**config.mk**
```make
export PLATFORM = sky130hd
export DESIGN_NAME = spi_vec_bank
export DESIGN_NICKNAME = d
export VERILOG_FILES = /design/src/rtl/spi_vec_bank.sv
export SDC_FILE = /design/constraint.sdc
export NUM_CORES = 1
export LEC_CHECK = 0
export CAP_MARGIN = 10
export CORE_MARGIN = 8
export CORE_UTILIZATION = 29
export DETAILED_ROUTE_END_ITERATION = 10
export DONT_BUFFER_PORTS = 1
export HOLD_SLACK_MARGIN = 0.08
export PLACE_DENSITY = 0.45
export SLEW_MARGIN = 20
export SYNTH_ARGS = -nofsm -noshare
export SYNTH_HDL_FRONTEND = slang
export SYNTH_SLANG_ARGS = --single-unit
```
**constraint.sdc**
```tcl
create_clock -name clk -period 4.71 [get_ports clk]
set_input_delay 0.942 -clock clk [delete_from_list [all_inputs] [get_ports clk]]
set_output_delay 0.942 -clock clk [all_outputs]
set_load 0.1 [all_outputs]
```
**src/rtl/spi_vec_bank.sv**
```systemverilog
// SPI mode-0 loaded, double-buffered register bank of NUM_SLOTS vectors.
// Frames {mode, addr, data} either write live slots or stage them for load_if_ready.
module spi_vec_bank #(
  parameter int DATA_BITS   = 74,
  parameter int NUM_SLOTS   = 4,
  parameter int ADDR_BITS   = 2,
  parameter int SYNC_STAGES = 2,
  parameter logic [NUM_SLOTS*DATA_BITS-1:0] INIT = '0
) (
  input  logic                           clk,
  input  logic                           reset_n,
  input  logic                           i_sclk,
  input  logic                           i_ss_n,
  input  logic                           i_mosi,
  input  logic                           load_if_ready,
  input  logic                           i_hold,
  input  logic                           i_cancel,
  output logic [NUM_SLOTS*DATA_BITS-1:0] o_data,
  output logic [NUM_SLOTS-1:0]           o_pending,
  output logic [NUM_SLOTS-1:0]           o_update,
  output logic                           o_frame_err,
  output logic [7:0]                     o_err_count
);

  localparam int FB = 1 + ADDR_BITS + DATA_BITS;
  localparam int CW = $clog2(FB + 1);
  localparam int LW = NUM_SLOTS * DATA_BITS;

  logic [SYNC_STAGES:0]   sclk_q;
  logic [SYNC_STAGES-1:0] ss_q;
  logic [SYNC_STAGES-1:0] mosi_q;

  always_ff @(posedge clk or negedge reset_n) begin
    if (!reset_n) begin
      sclk_q <= '0;
      ss_q   <= '1;
      mosi_q <= '0;
    end else begin
      sclk_q <= {sclk_q[SYNC_STAGES-1:0], i_sclk};
      ss_q   <= {ss_q[SYNC_STAGES-2:0], i_ss_n};
      mosi_q <= {mosi_q[SYNC_STAGES-2:0], i_mosi};
    end
  end

  logic sclk_rise;
  logic ss_act;
  logic mosi_s;

  assign sclk_rise = sclk_q[SYNC_STAGES-1] & ~sclk_q[SYNC_STAGES];
  assign ss_act    = ~ss_q[SYNC_STAGES-1];
  assign mosi_s    = mosi_q[SYNC_STAGES-1];

  logic [CW-1:0] cnt_q, cnt_d;
  logic [FB-1:0] sh_q, sh_d;
  logic          done_q, done_d;
  logic          abort;

  always_comb begin
    cnt_d  = cnt_q;
    sh_d   = sh_q;
    done_d = 1'b0;
    abort  = 1'b0;
    if (!ss_act) begin
      cnt_d = '0;
      abort = (cnt_q != '0);
    end else if (sclk_rise) begin
      sh_d = {sh_q[FB-2:0], mosi_s};
      if (cnt_q == CW'(FB - 1)) begin
        cnt_d  = '0;
        done_d = 1'b1;
      end else begin
        cnt_d = cnt_q + 1'b1;
      end
    end
  end

  logic                 f_mode;
  logic [ADDR_BITS-1:0] f_addr;
  logic [DATA_BITS-1:0] f_data;
  logic                 addr_ok;

  assign f_mode  = sh_q[FB-1];
  assign f_addr  = sh_q[DATA_BITS +: ADDR_BITS];
  assign f_data  = sh_q[DATA_BITS-1:0];
  assign addr_ok = ({1'b0, f_addr} < (ADDR_BITS + 1)'(NUM_SLOTS));

  logic [LW-1:0]        live_q, live_d;
  logic [LW-1:0]        stg_q, stg_d;
  logic [NUM_SLOTS-1:0] pend_q, pend_d;
  logic [NUM_SLOTS-1:0] upd_q, upd_d;
  logic                 err_q, err_d;
  logic [7:0]           ecnt_q, ecnt_d;
  logic                 do_load;

  assign do_load = load_if_ready & ~i_hold & ~i_cancel;

  // Load reads old staging first so a same-cycle deferred commit lands after it
  always_comb begin
    live_d = live_q;
    stg_d  = stg_q;
    pend_d = pend_q;
    upd_d  = '0;
    err_d  = abort;
    ecnt_d = ecnt_q;
    for (int k = 0; k < NUM_SLOTS; k++) begin
      if (do_load && pend_q[k]) begin
        live_d[k*DATA_BITS +: DATA_BITS] = stg_q[k*DATA_BITS +: DATA_BITS];
        upd_d[k]  = 1'b1;
        pend_d[k] = 1'b0;
      end
    end
    if (done_q) begin
      if (!addr_ok) begin
        err_d = 1'b1;
      end else begin
        for (int k = 0; k < NUM_SLOTS; k++) begin
          if (f_addr == ADDR_BITS'(k)) begin
            if (f_mode) begin
              live_d[k*DATA_BITS +: DATA_BITS] = f_data;
              upd_d[k]  = 1'b1;
              pend_d[k] = 1'b0;
            end else begin
              stg_d[k*DATA_BITS +: DATA_BITS] = f_data;
              pend_d[k] = 1'b1;
            end
          end
        end
      end
    end
    if (i_cancel) begin
      pend_d = '0;
    end
    if (err_d && ecnt_q != 8'hFF) begin
      ecnt_d = ecnt_q + 8'd1;
    end
  end

  always_ff @(posedge clk or negedge reset_n) begin
    if (!reset_n) begin
      cnt_q  <= '0;
      sh_q   <= '0;
      done_q <= 1'b0;
      live_q <= INIT;
      stg_q  <= '0;
      pend_q <= '0;
      upd_q  <= '0;
      err_q  <= 1'b0;
      ecnt_q <= '0;
    end else begin
      cnt_q  <= cnt_d;
      sh_q   <= sh_d;
      done_q <= done_d;
      live_q <= live_d;
      stg_q  <= stg_d;
      pend_q <= pend_d;
      upd_q  <= upd_d;
      err_q  <= err_d;
      ecnt_q <= ecnt_d;
    end
  end

  assign o_data      = live_q;
  assign o_pending   = pend_q;
  assign o_update    = upd_q;
  assign o_frame_err = err_q;
  assign o_err_count = ecnt_q;

endmodule
```
==> summary.txt, run 1 <==
Run status
  – Status: finished with violations
  – Failing checks: slew limit

Detailed routing
  – Met3 Wirelength: 6830 um
  – DR WL/cell: 22.2 um
  – DRT antenna net count: 0
  – Post-Route WL: 78300 um
  – Vias/cell: 4.74
  – DR vias: roughly 17000
  – DRT met1 WL: 33800 um
  – Metal2 WL: 36000 um
  – Post-route DRC: 0
  – First-pass DRT Iterations: 5
  – Top routing layer in use: met4
  – Initial DRC Count: 731

Logic synthesis
  – Synthesis warning total: 0
  – Top_reg_cell synth: dfrtp_1
  – Number of synthesized flops with an enable pin: 0
  – Yosys cell types: 42
  – Asr flop ratio synth: 1.00
  – Cells after Synth: between 2000 and 2500
  – Mean Syn Cell Area: 12.8 um2
  – Synthesized Nets: ~2300
  – Cell Area, Synth: 29000 um2
  – Register area share after synthesis: 0.605
  – Leading area contributor after synthesis: dfrtp_1
  – FF+latch count, synth: ~700
  – Synth top area share: 0.603
  – Top cells by area, synth: dfrtp_1, mux2_2, mux2i_1

Cells and area
  – Fillers: ~9800
  – Register Area: around 18000 um2
  – Final core utilization: 0.328
  – Post-route design area: 32600 um2
  – Area grow syn2layout: 12.5%
  – Layout cells sized above 1: 0.225
  – Final nets: roughly 2200
  – Area occupied by multi-input gates: around 10000 um2
  – # diodes: 0

Die
  – Initial Util: 0.291
  – Die width: 332 um
  – # rows: ~120
  – Die ar.: 110000 um2
  – Die height: between 300 and 400 um
  – CORE AREA: 99600 um2
  – Boundary Pins: 321

Clocking
  – CTS Sinks: 701
  – Worst-path clk slew: around 0.06 ns
  – Cts bufs inserted: 83
  – Resized Gates After CTS: 0
  – Root buf cell: clkbuf_16
  – H-tree depth: 3
  – CTS tree: done
  – Clk buf depth: 3
  – Clock Latency Late Sink: 0.64 ns
  – Post CTS Setup Buffer Count: 0

GRT
  – All-Layer GR Usage: 0.140
  – Initial antenna violation count: 1
  – Vias in the first global route: 17010
  – First-pass GRT wire length: 119000 um
  – Total congestion overflow: 0
  – Largest net degree at the start of global routing: 702

Timing
  – Tmin final: 2.71 ns
  – Worst Max-Slew Pin Slew: 2.70 ns
  – Finish-stage setup viols: 0
  – TNS Setup: 0 ns
  – Crit share post-route: 0.576
  – Hold WS: slightly above 0.01 ns
  – Unrepaired setup endpoints after global routing: false
  – Final WS setup: 2.00 ns
  – Number of hold violations in the final report: 0
  – Final Max Tran Viols: 320
  – Fmax: 0.368 GHz
  – Worst Skew: ~0.021 ns
  – Max-slew headroom: -0.801

Job
  – Max-Cap Viols: 0

Placed design
  – Pre-CTS setup slack: 1.55 ns
  – Final Wtd Congestion: 0.744
  – # port buffers: 0
  – Post-DP HPWL: 47800 um
  – Placed instance area: 29900 um2

Setup path
  – Crit. End Element: flip-flop
  – Reg2reg end: o_data[61]$_DFF_PN0_
  – CP Max Fanout: 31
  – Startpoint types: flip-flop
  – R2r startpoint: o_pending[0]$_DFF_PN0_
  – Worst EP arrival: 3.20 ns
  – Crit Path Class: reg2reg
  – Flop2flop setup slack: 2.00 ns
  – Worst R2R Path Depth: 4
  – CP Data Required Time: 5.20 ns

Worst hold path
  – Worst min path class: in2async

Pwr
  – Pleak: 16.0 nW
  – PD cells: 404 nW/um2
  – Max IR drop VDD: about 0.00025 V
==> how the worst max path moves through the flow <==
| stage | end | start | slack [ns] |
|---|---|---|---|
| 6_report | o_data[61]$_DFF_PN0_ | o_pending[0]$_DFF_PN0_ | 2.00 |
| 3_5_place_dp | o_data[61]$_DFF_PN0_ | i_hold | 1.55 |
| 3_3_place_gp | o_data[69]$_DFF_PN0_ | i_hold | 1.58 |
| 4_1_cts | o_data[30] | o_data[30]$_DFF_PN0_ | 1.97 |
| 5_1_grt | o_data[61]$_DFF_PN0_ | o_pending[0]$_DFF_PN0_ | 1.86 |
| 2_1_floorplan | o_err_count[1]$_DFFE_PN0P_ | o_err_count[0]$_DFFE_PN0P_ | 2.56 |
==> Yosys cell counts (2+ instances only) <==
master    count
a22o_1        2
buf_2        75
ha_1          3
buf_4        10
or2_1         2
buf_6        17
nand4_1       8
nand2b_1      6
o21ai_0      28
mux2_1       49
nand3b_1      2
mux2_2      328
mux2i_1     297
clkbuf_2      2
xnor2_1       2
dfstp_2       2
clkbuf_1     69
dfrtp_1     699
nor2b_1       3
a31oi_1       8
buf_1        41
and3_1        3
nor3b_2       2
nand2_1      83
nor2_1      230
nand3_1       5
o21ai_1      49
inv_1         4
a21oi_1     228
==> state kept, by name, indices dropped and copies added, names as in the netlist <==
register and cells:
sclk_q 3, o_err_count 8, stg_q 296, sh_q 77
o_frame_err 1, o_pending 4, o_data 296, cnt_q 7
mosi_q 2, ss_q 2, done_q 1, o_update 4
==> through the flow <==
stage / power (mW) / cells
2_1_floorplan: 6.85 / 2270
3_3_place_gp: 6.94 / 3378
3_5_place_dp: 6.95 / 3378
4_1_cts: 13.5 / 3526
5_1_grt: 13.7 / 3527
6_report: 13.2 / 3527
==> worst max-delay path: stages (launching register included) <==
cell     delay (ns)
dfrtp_1        0.98
and2_4         0.79
buf_4          0.40
mux2i_1        0.24
o21ai_1        0.09
==> placed cells by master, fill, tap and decap left out, types with 10 or more instances in the layout <==
master and count:
o21ai_1 49, buf_4 18, nand2_1 80, nor2_1 228
clkbuf_1 20, mux2_2 328, a21oi_1 228, mux2_1 49
clkinv_2 10, dfrtp_1 699, o21ai_0 28, clkbuf_16 86
clkbuf_8 22, mux2i_1 297
==> power breakdown <==
part           total [mW]  switching, mW  internal (mW)
Sequential           6.68          0.579           6.11
Clock                6.36           2.55           3.80
Combinational       0.145         0.0621         0.0829
Total                13.2           3.20           9.99
==> cells by family (layout without fill, tap and decap cells) <==
family	after synthesis	count (layout)	synth area share
buffers and inverters	218	177	0.0373
XOR/XNOR	3	3	0.000907
AND/OR/NAND/NOR	352	352	0.0497
flip-flops	701	701	0.605
AO/OA/AOI/OAI	319	319	0.0565
multiplexers	674	674	0.249
adder cells (fa/ha/maj)	3	3	0.00130
==> final cells by class <==
type	count	area share
Clock buffer	128	0.0776
Clock inverter	20	0.00599
Inverter	4	0.000460
Multi-Input combinational cell	1351	0.320
Sequential cell	701	0.538
Tap cell	1298	0.0498
Timing Repair Buffer	25	0.00867
==> metal layers <==
| metal | vias up | global-route usage |
|---|---|---|
| met3 | 109 | 0.0567 |
| met1 | 8596 | 0.176 |
| met5 | - | 0 |
| met4 | 0 | 0.0386 |
| met2 | 375 | 0.221 |
| li1 | 7647 | - |
Power figures use the tool's default switching activity.
==> run 2, diff against run 1 <==
--- a/config.mk
+++ b/config.mk
@@ -11,7 +11,7 @@
 export DETAILED_ROUTE_END_ITERATION = 10
 export DONT_BUFFER_PORTS = 1
 export HOLD_SLACK_MARGIN = 0.08
-export PLACE_DENSITY = 0.45
+export PLACE_DENSITY = 0.46
 export SLEW_MARGIN = 20
 export SYNTH_ARGS = -nofsm -noshare
 export SYNTH_HDL_FRONTEND = slang
==> constraint.sdc (replaced) <==
create_clock -name clk -period 2.25 [get_ports clk]
set_input_delay 0.45 -clock clk [delete_from_list [all_inputs] [get_ports clk]]
set_output_delay 0.45 -clock clk [all_outputs]
set_load 0.1 [all_outputs]
==> run 2 against run 1 <==
  * Clock power up 120%
  * Global-route usage up 0.71 points
  * First-iteration DRC count up 22%
  * Worst hold slack worse by 0.50 ns
  * Routed wire length grew 4.8%
  * The run ends with hold timing, slew limit left
  * Core utilization increased by 2.8 points
  * Die area unchanged
==> summary.txt, run 2 (synthesized netlist as in run 1, its figures left out) <==
Pwr
  – Tot Pwr: 28.3 mW (was 13.2 mW)
  – Switching share of power: 0.239 (was 0.242)
  – Combinational Power Share: 0.049 (was 0.011)
  – Clock power frac: 0.488 (was 0.482)
  – Pleak: 17.5 nW (was 16.0 nW)
  – Seq pwr share: 0.464 (was 0.507)
  – Max IR drop VDD: 0.000558 V (was 0.000248 V)
  – PD cells: 799 nW/um2 (was 404 nW/um2)
  – Switch Pwr: 6.76 mW (was 3.20 mW)
  – Internal Power: 21.5 mW (was 9.99 mW)

Worst hold path
  – Worst min path class: in2async (unchanged)

Setup path
  – Crit. End Element: async pin (was flip-flop)
  – CP Data Required Time: 2.23 ns (was 5.20 ns)
  – Worst EP arrival: 2.11 ns (was 3.20 ns)
  – Crit Path Class: in2async (was reg2reg)
  – Startpoint types: primary input (was flip-flop)
  – CP Max Fanout: 701 (was 31)

Cells and area
  – Fillers: 9608 (was 9823)
  – Final core utilization: 0.356 (was 0.328)
  – Commonest non-fill, non-tap cell in the layout: dfrtp_1 (unchanged)
  – Layout cells sized above 1: 0.324 (was 0.225)
  – Area grow syn2layout: 22.3% (was 12.5%)
  – Most frequent cells in the layout: dfrtp_1, mux2_2, buf_4 (was dfrtp_1, mux2_2, mux2i_1)
  – # diodes: 0 (unchanged)
  – Final nets: 2506 (was 2177)

Timing
  – Worst Skew: 0.0272 ns (was 0.0206 ns)
  – Tmin final: 2.13 ns
  – Worst Max-Slew Pin Slew: 3.32 ns (was 2.70 ns)
  – Fmax: 0.470 GHz
  – TNS Setup: 0 ns (unchanged)
  – Number of hold violations in the final report: 376 (was 0)
  – Unrepaired setup endpoints after global routing: false (unchanged)
  – Max-slew headroom: -1.21 (was -0.801)
  – Crit share post-route: 0.945
  – Final Max Tran Viols: 555 (was 320)
  – Hold WS: -0.491 ns (was 0.0102 ns)
  – Finish-stage setup viols: 0 (unchanged)

Die
  – Die height: 332 um (unchanged)
  – Die width: 332 um (unchanged)
  – Boundary Pins: 321 (unchanged)
  – Die ar.: 110000 um2 (unchanged)
  – Initial Util: 0.291 (unchanged)
  – CORE AREA: 99600 um2 (unchanged)
  – # rows: 116 (unchanged)

Clocking
  – Post CTS Setup Buffer Count: 0 (unchanged)
  – Worst-path clk slew: 0.06 ns (about the same)
  – # hold bufs at CTS: 4
  – Resized Gates After CTS: 0 (unchanged)
  – Clock Latency Late Sink: 0.65 ns (was 0.64 ns)
  – Cts bufs inserted: 84 (was 83)
  – H-tree depth: 3 (unchanged)
  – CTS Sinks: 701 (unchanged)
  – CTS tree: done (unchanged)
  – Root buf cell: clkbuf_16 (unchanged)
  – Clk buf depth: 3 (unchanged)

Placed design
  – # port buffers: 0 (unchanged)
  – Post-DP HPWL: 51400 um (was 47800 um)
  – Final Wtd Congestion: 0.738 (was 0.744)

Detailed routing
  – Post-Route WL: 82100 um (was 78300 um)
  – First-pass DRT Iterations: 5 (unchanged)
  – Post-route DRC: 0 (unchanged)
  – DR WL/cell: 21.3 um (was 22.2 um)
  – DRT antenna net count: 0 (unchanged)
  – DR vias: 17907 (was 16727)
  – Initial DRC Count: 889 (was 731)
  – Vias/cell: 4.64 (was 4.74)

GRT
  – Largest net degree at the start of global routing: 702 (unchanged)
  – Total congestion overflow: 0 (unchanged)
  – Initial antenna violation count: 0 (was 1)
  – Vias in the first global route: 18708 (was 17010)
  – First-pass GRT wire length: 125000 um (was 119000 um)
  – All-Layer GR Usage: 0.147 (was 0.140)

Job
  – Max-Cap Viols: 0 (unchanged)

Run status
  – Failing checks: hold timing, slew limit (was slew limit)
  – Status: finished with violations (unchanged)
==> run 2: cell count changes in the layout (fill, tap and decap cells not counted), sizes merged <==
cell / previous run / this run
clkbuf: 128 / 122
inv: 7 / 10
dlygate4sd3: 0 / 4
clkinv: 12 / 13
buf: 25 / 349
clkinvlp: 3 / 2
bufinv: 2 / 7
==> run 2: worst paths after layout <==
path,slack (ns),startpoint,end,cells after the start
max,0.12,reset_n,o_data[280]$_DFF_PN0_,0
min,-0.49,reset_n,stg_q[169]$_DFFE_PN0P_,0
max reg2reg,0.33,sh_q[75]$_DFFE_PN0P_,stg_q[111]$_DFFE_PN0P_,4
min reg2reg,0.35,sclk_q[0]$_DFF_PN0_,sclk_q[1]$_DFF_PN0_,0
max in group clk,0.33,sh_q[75]$_DFFE_PN0P_,stg_q[111]$_DFFE_PN0P_,4
min in group clk,0.22,i_cancel,o_pending[0]$_DFF_PN0_,3
==> run 2: final cells by class <==
cell class | count | area [um2] | share of cell area
Tap cell | 1298 | 1620 | 0.0458
Clock buffer | 122 | 2470 | 0.0697
Sequential cell | 701 | 17500 | 0.495
Inverter | 4 | 15.0 | 0.000424
Timing Repair Buffer | 353 | 3010 | 0.0849
Multi-Input combinational cell | 1351 | 10400 | 0.294
Clock inverter | 28 | 358 | 0.0101
==> run 2: power groups by stage <==
stage	clock [mW]	combinational, mW	sequential, mW
4_1_cts	14.3	1.40	13.1
6_report	13.8	1.38	13.1
2_1_floorplan	0	0.400	13.9
3_3_place_gp	0	1.37	13.3
3_5_place_dp	0	1.39	13.4
5_1_grt	14.8	1.44	13.2
==> run 2: routing by layer <==
layer / share of wire / GRT usage / vias to the layer above
met5: 0 / 0 / -
met4: 0.019 / 0.0387 / 0
met3: 0.081 / 0.0572 / 93
met2: 0.47 / 0.238 / 336
met1: 0.43 / 0.182 / 9162
li1: - / - / 8316
==> run 2: worst reg2reg max path, delay by kind of cell (launching register included) <==
kind                   cells  cell delay (ns)
and+or+nand+nor            2             0.53
muxes                      1             0.47
DFF                        1             0.44
buffers and inverters      1             0.36
==> run 2: per-stage QoR <==
step                      cell area [um2]  cells  setup WS (ns)  hold WS, ns
after floorplan                     29000   2270          0.102        0.154
after global placement              32600   3703          0.239        0.200
after detailed placement            32600   3703          0.195        0.197
after CTS                           35400   3857          0.291       -0.530
after global routing                35400   3857          0.234       -0.541
final                               35400   3857          0.124       -0.491
